## config.mk

```make
export PLATFORM = sky130hd
export DESIGN_NAME = codix_risc_port_capture
export DESIGN_NICKNAME = d
export VERILOG_FILES = /design/src/rtl/codix_risc_port_capture_pkg.sv /design/src/rtl/codix_risc_port_fifo.sv /design/src/rtl/codix_risc_port_capture.sv
export SDC_FILE = /design/constraint.sdc
export NUM_CORES = 1
export LEC_CHECK = 0
export CAP_MARGIN = 20
export CORE_AREA = 2 2 354 356
export DETAILED_ROUTE_END_ITERATION = 8
export DIE_AREA = 0 0 356 358
export PLACE_DENSITY_LB_ADDON = 0.08
export SYNTH_ARGS = -nofsm -noshare
export SYNTH_HDL_FRONTEND = slang
export SYNTH_HIERARCHICAL = 1
export SYNTH_SLANG_ARGS = --single-unit
```

## constraint.sdc

```tcl
create_clock -name clk -period 11.7 [get_ports clk]
set_clock_uncertainty 0.05 [all_clocks]
set_input_delay 2.34 -clock clk [delete_from_list [all_inputs] [get_ports clk]]
set_output_delay 2.34 -clock clk [all_outputs]
set_load 0.05 [all_outputs]
```

## src/rtl/codix_risc_port_capture_pkg.sv

```systemverilog
// Shared types for the codix_risc output-port capture buffer.
// Optional timestamping is enabled by defining CODIX_RISC_PORT_CAPTURE_TS_EN.
package codix_risc_port_capture_pkg;

  typedef enum logic [1:0] {ST_RUN, ST_DRAIN, ST_DONE} state_e;

  localparam int DROP_CNT_W = 16;

  // Channel-index width, never narrower than one bit.
  function automatic int chan_w(input int n);
    return (n > 1) ? $clog2(n) : 1;
  endfunction

  // Stored entry width: data, plus the timestamp when it is built.
  function automatic int entry_w(input int data_w, input int ts_w);
`ifdef CODIX_RISC_PORT_CAPTURE_TS_EN
    return data_w + ts_w;
`else
    return data_w + 0 * ts_w;
`endif
  endfunction

endpackage

```

## src/rtl/codix_risc_port_fifo.sv

```systemverilog
// Single-clock synchronous FIFO; push into a full FIFO is accepted
// when a pop happens in the same cycle.
module codix_risc_port_fifo #(
  parameter int W     = 32,
  parameter int DEPTH = 16
) (
  input  logic         clk,
  input  logic         rst_n,
  input  logic         push,
  input  logic         pop,
  input  logic [W-1:0] din,
  output logic [W-1:0] dout,
  output logic         full,
  output logic         empty,
  output logic         last
);
  localparam int AW = $clog2(DEPTH);

  logic [W-1:0]  mem [DEPTH];
  logic [AW-1:0] wptr, rptr;
  logic [AW:0]   cnt;
  logic          do_push, do_pop;

  assign full    = (cnt == (AW+1)'(DEPTH));
  assign empty   = (cnt == '0);
  assign last    = (cnt == (AW+1)'(1));
  assign do_pop  = pop & ~empty;
  assign do_push = push & (~full | do_pop);
  assign dout    = mem[rptr];

  always_ff @(posedge clk or negedge rst_n) begin
    if (!rst_n) begin
      wptr <= '0;
      rptr <= '0;
      cnt  <= '0;
    end else begin
      if (do_push) wptr <= wptr + 1'b1;
      if (do_pop)  rptr <= rptr + 1'b1;
      case ({do_push, do_pop})
        2'b10:   cnt <= cnt + 1'b1;
        2'b01:   cnt <= cnt - 1'b1;
        default: ;
      endcase
    end
  end

  always_ff @(posedge clk) begin
    if (do_push) mem[wptr] <= din;
  end

endmodule

```

## src/rtl/codix_risc_port_capture.sv

```systemverilog
// Multi-channel output-port capture with fixed-priority valid/ready readout.
// Define CODIX_RISC_PORT_CAPTURE_TS_EN to store and present per-entry timestamps.
module codix_risc_port_capture
  import codix_risc_port_capture_pkg::*;
#(
  parameter int CH_NUM = 2,
  parameter int DATA_W = 32,
  parameter int DEPTH  = 16,
  parameter int ERR_W  = 32,
  parameter int TS_W   = 32,
  localparam int CH_W  = chan_w(CH_NUM)
) (
  input  logic                     clk,
  input  logic                     rst_n,
  input  logic [CH_NUM*DATA_W-1:0] port_out,
  input  logic [CH_NUM-1:0]        port_out_en,
  input  logic                     halt,
  input  logic [ERR_W-1:0]         error,
  output logic                     rd_valid,
  input  logic                     rd_ready,
  output logic [DATA_W-1:0]        rd_data,
  output logic [CH_W-1:0]          rd_ch,
  output logic [TS_W-1:0]          rd_time,
  output logic [CH_NUM-1:0]        ovf,
  output logic [DROP_CNT_W-1:0]    drop_cnt,
  output logic [ERR_W-1:0]         err_q,
  output logic                     done
);
  localparam int EW = entry_w(DATA_W, TS_W);

  typedef struct packed {
    logic [DATA_W-1:0] data;
`ifdef CODIX_RISC_PORT_CAPTURE_TS_EN
    logic [TS_W-1:0]   ts;
`endif
  } entry_t;

  state_e                  state;
  entry_t [CH_NUM-1:0]     din, dout;
  entry_t                  head;
  logic [CH_NUM-1:0]       push, pop, full, empty, last, drop;
  logic [CH_W-1:0]         sel, sel_q;
  logic                    lock_q, any;
  logic [3:0]              ndrop;
  logic [DROP_CNT_W:0]     drop_sum;
  logic                    drain_empty;

`ifdef CODIX_RISC_PORT_CAPTURE_TS_EN
  logic [TS_W-1:0] ts;

  always_ff @(posedge clk or negedge rst_n) begin
    if (!rst_n) ts <= '0;
    else        ts <= ts + 1'b1;
  end
`endif

  always_comb begin
    din = '0;
    for (int i = 0; i < CH_NUM; i++) begin
      din[i].data = port_out[i*DATA_W +: DATA_W];
`ifdef CODIX_RISC_PORT_CAPTURE_TS_EN
      din[i].ts   = ts;
`endif
    end
  end

  for (genvar i = 0; i < CH_NUM; i++) begin : g_ch
    assign push[i] = (state == ST_RUN) & port_out_en[i];
    assign pop[i]  = rd_valid & rd_ready & (sel == CH_W'(i));
    assign drop[i] = push[i] & full[i] & ~pop[i];

    codix_risc_port_fifo #(.W(EW), .DEPTH(DEPTH)) u_fifo (
      .clk   (clk),
      .rst_n (rst_n),
      .push  (push[i]),
      .pop   (pop[i]),
      .din   (din[i]),
      .dout  (dout[i]),
      .full  (full[i]),
      .empty (empty[i]),
      .last  (last[i])
    );
  end

  // A stalled presentation is locked so a newly filled lower channel cannot
  // steal the read port until the current entry is accepted.
  always_comb begin
    sel = '0;
    any = 1'b0;
    for (int i = CH_NUM - 1; i >= 0; i--) begin
      if (!empty[i]) begin
        sel = CH_W'(i);
        any = 1'b1;
      end
    end
    if (lock_q) sel = sel_q;
    rd_valid = lock_q | any;
  end

  assign head    = dout[sel];
  assign rd_data = rd_valid ? head.data : '0;
  assign rd_ch   = rd_valid ? sel : '0;
`ifdef CODIX_RISC_PORT_CAPTURE_TS_EN
  assign rd_time = rd_valid ? head.ts : '0;
`else
  assign rd_time = '0;
`endif

  always_comb begin
    ndrop = '0;
    for (int i = 0; i < CH_NUM; i++) ndrop = ndrop + 4'(drop[i]);
  end

  assign drop_sum    = {1'b0, drop_cnt} + (DROP_CNT_W+1)'(ndrop);
  // No pushes outside RUN, so "empty after this cycle's pop" is exact here.
  assign drain_empty = &(empty | (last & pop));

  always_ff @(posedge clk or negedge rst_n) begin
    if (!rst_n) begin
      state    <= ST_RUN;
      err_q    <= '0;
      done     <= 1'b0;
      ovf      <= '0;
      drop_cnt <= '0;
      lock_q   <= 1'b0;
      sel_q    <= '0;
    end else begin
      lock_q   <= rd_valid & ~rd_ready;
      sel_q    <= sel;
      ovf      <= ovf | drop;
      drop_cnt <= drop_sum[DROP_CNT_W] ? '1 : drop_sum[DROP_CNT_W-1:0];
      case (state)
        ST_RUN: if (halt) begin
          state <= ST_DRAIN;
          err_q <= error;
        end
        ST_DRAIN: if (drain_empty) begin
          state <= ST_DONE;
          done  <= 1'b1;
        end
        default: ;
      endcase
    end
  end

endmodule

```

# After elaboration in Yosys (flattened, before gate mapping)
# Memories as Yosys holds them, arrays and structs flattened.
# Cells that the tools add are included.
op_classes:
  magnitude_cmp: 1
  n_eq_ne: 11
  reduce_logical: 10
  muxes: 18
  n_bitwise: 28
  add_sub_neg: 10
ops:
  columns: ["op", "count"]
  rows:
  - ["$mux 32", 3]
  - ["$pmux 5 s2", 2]
  - ["$add 16x2->17", 1]
  - ["$add 4x1->4 const B", 4]
  - ["$mux 16", 1]
  - ["$and 1x1->1", 14]
  - ["$add 5x1->5 const B", 2]
  - ["$eq 5x1->1 const B", 2]
  - ["$eq 5x5->1 const B", 2]
  - ["$logic_not 5->1", 2]
  - ["$sub 5x1->5 const B", 2]
  - ["$mux 1", 9]
  - ["$not 1->1", 8]
  - ["$eq 2x1->1 const B", 3]
  - ["$reduce_and 3->1", 2]
  - ["$reduce_bool 2->1", 3]
  - ["$eq 2x2->1 const B", 2]
  - ["$mux 2", 2]
  - ["$ne 2x2->1 const B", 2]
  - ["$or 2x2->2", 2]
  - ["$pmux 2 s2", 1]
  - ["$reduce_and 2->1", 2]
  - ["$or 1x1->1", 3]
  - ["$add 1x1->2", 1]
  - ["3 further kinds", 3]
word_totals:
  out_inout_bits: 117
  ram_bits: 1024
  n_memories: 2
  regBits: 81
memory_table:
  columns: ["memory", "depth", "width", "rd", "rd_clocked_by_memory_dff", "wr", "line", "source"]
  rows:
  - ["g_ch[0].u_fifo.mem", 16, 32, 1, 0, 1, "codix_risc_port_fifo.sv:19", "logic [W-1:0] mem [DEPTH];"]
  - ["g_ch[1].u_fifo.mem", 16, 32, 1, 0, 1, "codix_risc_port_fifo.sv:19", null]

# Logic depth before layout (Yosys ltp)
# Gate-level depths: netlist of run 1.
logic_depth:
  depth_word: 11
  mapped_depth: 17
  ltp_nobuf: 15

# Cells and area by module
# The synthesis of run 1 kept the hierarchy.
by_module_without_submodules:
  columns: ["module", "cells_per_inst", "area_each_um2", "instances"]
  rows:
  - ["codix_risc_port_fifo (g_ch[1].u_fifo)", 893, 20033.0, 1]
  - ["codix_risc_port_fifo (g_ch[0].u_fifo)", 881, 19995.4, 1]
  - ["codix_risc_port_capture", 318, 3055.4, 1]

# Worst setup path after synthesis of run 1
# No wires, ideal clock.
synth_timing:
  kind: "input to register"
  from: "in port_out_en[0]"
  to: "mem g_ch[0].u_fifo.mem[0][0] (enable)"
  t_required_ns: 11.189
  cell_stages: 6
  setup_slack_ns: 5.855
  setup_ns: 0.461
  arrival_ns: 5.334
  path_cell_list: "and2_1 > clkbuf_1 > o31a_1 > buf_6 > nand2_1 > nor3_1"
synth_via:
  elab_chain_len: 4
synth_lines:
  columns: ["item", "line", "source"]
  rows:
  - ["start, declared", "codix_risc_port_capture.sv:16", "input logic [CH_NUM-1:0] port_out_en,"]
  - ["$and 1x1->1", "codix_risc_port_capture.sv:68", "assign push[i] = (state == ST_RUN) & port_out_en[i];"]
  - ["$and 1x1->1", "codix_risc_port_fifo.sv:28", "assign do_push = push & (~full | do_pop);"]
  - ["$mux 1", "codix_risc_port_fifo.sv:48", "if (do_push) mem[wptr] <= din;"]
  - ["$mux 1 (not written as such)", "codix_risc_port_fifo.sv:48", null]
  - ["end, declared", "codix_risc_port_fifo.sv:19", null]
# No other way between the ends.

==> reports/qor.csv, run 1 <==
metric,value,unit
status,completed,
die extent in y,358,um
CTS Buf Count,120,
Hold Path Stages,1,
hold endpoint,done,
share of Yosys cell area claimed by the top area cell type,71.4,%
Root Buffer,clkbuf_16,
Worst slew margin,26.8,%
Critical Path Start Type,flip-flop,
initial antenna violation count,14,
max-cap violations,0,
xor/xnor share of the synthesized area,0.590,%
Post-synth top cells,"edfxtp_1, mux4_2, nand2_1, a22oi_1, dfrtp_1",
final net count,2461,
"CTS clk-pin slew, worst paths",60,ps
final WL,113,mm
VDD IR-drop max,0.341,mV
TNS Setup,0,ps
post-synthesis mux area share,14.4,%
"EDFF count, synth",1024,
Cell Rows,129,
CTS sink cnt,1105,
TritonRoute pass-1 iters,8,
Final Hold Slack,416,ps
Avg WL per Cell,27.8,um
Starting Density,34.9,%
pin count of the biggest net entering global routing,95,
Placer Congestion,0.742,
Worst R2R Path Depth,15,
core area,123000,sq um
global route overflow,0,
clock latency at the later pin of the worst-skew pair,690,ps
CP arrival,5140,ps
share of cells above drive strength 1,23.4,%
syn_area_per_cell,20.6,sq um
# DRC,0,
via count,21320,
Syn Inst Count,2092,
CTS Hold Bufs,0,
fin cells,4075,
Post CTS Setup Buffer Count,0,
synthesized flop and latch total,1105,
multi-input combinational cell area,9800,sq um
Final Max Tran Viols,0,
cell area after synthesis,43100,sq um
CTS tree,done,
H-tree depth,3,
"setup slack, reg-to-reg",6670,ps
Crit Path Category,reg2out,
CP required,9310,ps
global-route wire length before repair,163,mm
"antenna viol nets, final",0,
layout overhead on the synthesized area,18.2,%
DIE WIDTH,356,um
Simple-Gate Fraction of Synth Area,2.98,%
top_reg_cell synth,edfxtp_1,
vias in the first global route,22545,
Seq. cell area,32800,sq um
Layout fillers,10936,
Max Fanout on Critical Path,34,
Fmax,133,MHz
Post-Place Cell Area,47000,sq um
dpl hpwl,61.1,mm
worst slew pin tran,1100,ps
PwrDens,236,nW/um^2
terminus of the critical flop-to-flop path,drop_cnt[1],
CP Capture Type,primary output,
Synth area leaders,"edfxtp_1, mux4_2, dfrtp_1",
initial drt markers,1835,
Port-buffer cells,186,
RSZ-0062 raised after global routing,false,
fin crit share,64.4,%
Avg Vias per Cell,5.23,
endpoints failing setup,0,
Worst Hold Class,reg2reg,
most common cell in the netlist,edfxtp_1,
main combinational cell family by area after synthesis,multiplexers,
overall power,12000,uW
Resized Gates After CTS,0,
Placed Cells,3854,
fin crit period,7530,ps
P_leak,0.0165,uW
cell taking the most area after synthesis,edfxtp_1,
"Seq/Total Area, Yosys",76.1,%
asr flop ratio synth,7.33,%
worst reg2reg path startpoint,g_ch[1].u_fifo/cnt[1],
final instance area,50900,sq um
Synth Area in Compound Gates,3.25,%
yosys warns,6,
Die Area,127000,sq um
HP Start,done,
Fin. Hold Viols,0,
GRT Resource Usage Total,17.9,%
IO Pins,219,
"Distinct cells, synth",62,
Max Root-Sink Buffers,3,
adder-cell share of the synthesized area,0.645,%
-- where the power goes --
part | switching, uW | total, uW | internal, uW | leakage [uW]
Combinational | 2170 | 3600 | 1430 | 0.00436
Clock | 1530 | 3750 | 2220 | 0.00186
Sequential | 245 | 4700 | 4450 | 0.0102
Total | 3950 | 12000 | 8100 | 0.0165
-- cell usage in the layout (no fill, tap or decap), drive strengths merged, types with 3 or more instances in the layout --
| cell type | instances |
|---|---|
| inv | 23 |
| clkinv | 28 |
| xnor2 | 24 |
| clkbuf | 167 |
| nor2 | 42 |
| nand2 | 160 |
| conb | 32 |
| a22oi | 128 |
| and3 | 7 |
| buf | 56 |
| o21a | 3 |
| nand2b | 6 |
| clkinvlp | 6 |
| or2 | 3 |
| bufinv | 13 |
| dfrtp | 81 |
| edfxtp | 1024 |
| nand4 | 9 |
| a31oi | 8 |
| a21oi | 41 |
| xor2 | 5 |
| and2 | 5 |
| ha | 19 |
| mux4 | 256 |
| diode | 5 |
| nor2b | 6 |
| nand3 | 5 |
| mux2 | 36 |
| nor4 | 3 |
| o21ai | 8 |
| nor3 | 15 |
| clkdlybuf4s50 | 185 |
-- sequential cells by signal, indices dropped and copies added (netlist names), 2 cells and up --
| name | cells |
|---|---|
| state | 2 |
| err_q | 32 |
| g_ch.u_fifo/mem | 1024 |
| g_ch.u_fifo/cnt | 10 |
| g_ch.u_fifo/rptr | 8 |
| drop_cnt | 16 |
| g_ch.u_fifo/wptr | 8 |
| ovf | 2 |
-- layer usage --
metal	share of wire (%)	global-route usage, %	vias to the layer above
li1	-	-	8996
met1	45	25.2	11531
met2	47	28.3	624
met3	5.8	3.70	157
met4	2.2	4.65	12
met5	0.057	0	-
-- how the worst max path moves through the flow --
stage,cells after the start,slack (ps),start,end
6_report,8,4170,g_ch[1].u_fifo/rptr[0],rd_data[2]
5_1_grt,8,3760,g_ch[1].u_fifo/rptr[0],rd_data[21]
4_1_cts,8,4000,g_ch[1].u_fifo/rptr[0],rd_data[21]
3_5_place_dp,8,4790,g_ch[1].u_fifo/rptr[0],rd_data[21]
3_3_place_gp,8,4740,g_ch[1].u_fifo/rptr[0],rd_data[21]
2_1_floorplan,6,5850,port_out_en[0],g_ch[0].u_fifo/mem[0][0]
-- final cells by class --
type | count | area share (%)
Multi-Input combinational cell | 850 | 19.2
Sequential cell | 1105 | 64.4
Clock inverter | 49 | 1.26
Inverter | 21 | 0.155
Clock buffer | 167 | 6.39
Tap cell | 1637 | 4.02
Timing Repair Buffer | 241 | 4.53
Antenna cell | 5 | 0.0246
-- cell families (layout without fill, tap and decap cells) --
logic type                 after synthesis  in the layout
AOI/OAI and AO/OA                      203            203
muxes                                  293            293
DFF                                   1105           1105
xor gates and xnor gates                29             29
other                                    1             37
buffers and inverters                  168            478
adders and majority gates               22             22
and+or+nand+nor                        271            271
-- worst max-delay path, cell delays in order, from the launching register on --
cell and delay (ps):
dfrtp_4 840, buf_4 700, buf_4 670, mux4_2 350
a22oi_1 100, nand2_1 170, nand2_1 60, a21oi_1 540
clkdlybuf4s50_1 930
-- through the flow --
| stage | util [%] | setup slack (ps) |
|---|---|---|
| finish | 41.3 | 4170 |
| detailed placement | 38.1 | 4790 |
| floorplan | - | 5850 |
| global placement | 38.1 | 4740 |
| CTS | 41.3 | 4000 |
| global route | 41.3 | 3760 |
No activity file was read; power rests on OpenSTA's default activity.
==> run 2: changes to the inputs <==
clock period = 6 ns   (was 11.7 ns; I/O delays follow)
==> run 2 against run 1 <==
  * Clock power up 87%
  * Combinational power up 100%
  * Cell count up 0.15%
  * Worst hold slack worse by 120 ps
  * Sequential power up 93%
  * Critical path depth up 1
  * Highest routed layer unchanged
  * Sequential share of layout area down 0.21 points
  * Die area unchanged
  * Count of clock-buffer cells in the layout down 5
  * Largest power group unchanged
==> reports/qor.csv, run 2 (synthesis gave the netlist of run 1 again) <==
metric,value,unit
status,completed,
Starting Density,34.9,%
VDD IR-drop max,0.762,mV
clock latency at the later pin of the worst-skew pair,690,ps
Worst Hold Class,in2async,
TNS Setup,0,ps
"most used cell, CP",inv_1,
CP required,4750,ps
worst slew pin tran,961,ps
endpoints failing setup,0,
CTS sink cnt,1105,
global route overflow,0,
Post CTS Setup Buffer Count,0,
Crit path largest cell delay,720,ps
M1 WL,53.6,mm
critical path's slowest cell,clkdlybuf4s50_1,
H-tree depth,3,
Cell Rows,129,
top flop regs,"g_ch.u_fifo/mem x1024, err_q x32, drop_cnt x16",
CP Capture Type,primary output,
crit-path cells,inv_1 > ha_1 > or3b_1 > nor2_1 > inv_1 > nor2_4 > buf_4 > a21oi_1 > clkdlybuf4s50_1,
RSZ-0062 raised after global routing,false,
"setup slack, reg-to-reg",1140,ps
Critical Path Start Type,flip-flop,
via count,21339,
Max Root-Sink Buffers,3,
Worst slew margin,35.8,%
Port-buffer cells,186,
final net count,2479,
fin cells,4081,
fin util,41.4,%
"CTS clk-pin slew, worst paths",60,ps
fin crit period,5560,ps
max-cap violations,0,
Root Buffer,clkbuf_16,
Buffers & Inverters on Critical Path,4,
layout overhead on the synthesized area,18.6,%
"delay-heaviest family, CP",simple AND/OR/NAND/NOR gates,
final WL,114,mm
Worst R2R Path Depth,15,
fin crit share,92.7,%
dpl hpwl,68.6,mm
P_leak,0.0166,uW
most frequent cells in the layout,"edfxtp_1, mux4_2, clkdlybuf4s50_1",
Placed Cells,3874,
Final Max Tran Viols,0,
die extent in y,358,um
# DRC,0,
IO Pins,219,
Avg WL per Cell,27.9,um
Die Area,127000,sq um
Avg Vias per Cell,5.23,
Fin. Hold Viols,0,
vias in the first global route,22310,
Fmax,180,MHz
pin count of the biggest net entering global routing,70,
DIE WIDTH,356,um
Met3 Wirelength,6.16,mm
CP arrival,4310,ps
number of flip-flops in the largest register,1024,
CTS Buf Count,118,
TritonRoute pass-1 iters,7,
Placer Congestion,0.789,
Largest Register,g_ch.u_fifo/mem,
Max Fanout on Critical Path,19,
worst reg2reg path startpoint,g_ch[1].u_fifo/cnt[1],
core area,123000,sq um
CTS tree,done,
uppermost layer routed,met5,
initial antenna violation count,11,
"commonest non-fill, non-tap cell in the layout",edfxtp_1,
terminus of the critical flop-to-flop path,drop_cnt[1],
CTS Hold Bufs,0,
Crit Path Category,reg2out,
GRT Resource Usage Total,17.9,%
share of cells above drive strength 1,23.8,%
PwrDens,458,nW/um^2
metal2 WL,51.9,mm
global-route wire length before repair,163,mm
initial drt markers,2264,
"antenna viol nets, final",0,
## run 2: cell count changes in the layout (fill, tap and decap cells not counted), moves of 2 or more
cell	before	now
buf_12	1	20
buf_4	54	56
bufinv_16	13	9
clkbuf_1	42	35
clkbuf_16	122	120
clkbuf_8	3	7
clkinv_1	14	17
clkinv_16	2	0
clkinv_2	10	12
clkinvlp_4	6	1
diode_2	5	2
## run 2: power by group
part           leakage [uW]  internal (uW)  switching, uW
registers            0.0102           8680            406
logic               0.00452           2850           4460
clock network       0.00180           4110           2910
total                0.0166          15600           7770
## run 2: what timing repair did
item / CTS / global route
pin swaps: 0 / 0
gates resized for setup: 1 / 2
endpoints found under the setup margin: 3 / 2
## run 2: how the worst max path moves through the flow
stage	start	end	slack [ps]	cells past startpoint
global route	g_ch[0].u_fifo/cnt[1]	rd_data[17]	220	9
finish	g_ch[1].u_fifo/cnt[1]	rd_data[5]	440	9
floorplan	g_ch[0].u_fifo/cnt[1]	g_ch[1].u_fifo/mem[0][0]	790	13
CTS	g_ch[0].u_fifo/cnt[1]	rd_data[5]	240	9
global placement	g_ch[1].u_fifo/cnt[1]	rd_data[20]	920	9
detailed placement	g_ch[1].u_fifo/cnt[1]	rd_data[25]	770	9
## run 2: area by class of cell
type | count | area [sq um]
Multi-Input combinational cell | 850 | 9800
Antenna cell | 2 | 5.00
Fill cell | 10858 | 72200
Clock buffer | 162 | 3230
Clock inverter | 43 | 455
Timing Repair Buffer | 261 | 2670
Tap cell | 1637 | 2050
Inverter | 21 | 81.3
Sequential cell | 1105 | 32800
## run 2: through the flow
| step | worst slack [ps] | cell area (sq um) | hold slack [ps] | power [uW] |
|---|---|---|---|---|
| 2_1_floorplan | 787 | 43200 | 401 | 14000 |
| 3_3_place_gp | 920 | 47400 | 402 | 16700 |
| 3_5_place_dp | 772 | 47400 | 408 | 16700 |
| 4_1_cts | 245 | 51100 | 245 | 23800 |
| 5_1_grt | 220 | 51100 | 260 | 24400 |
| 6_report | 436 | 51100 | 296 | 23400 |
## run 2: per-layer routing
metal  track usage (%)  vias up
li1                  -     9024
met1              26.4    11529
met2              27.8      634
met3              3.20      146
met4              3.97        6
met5                 0        -
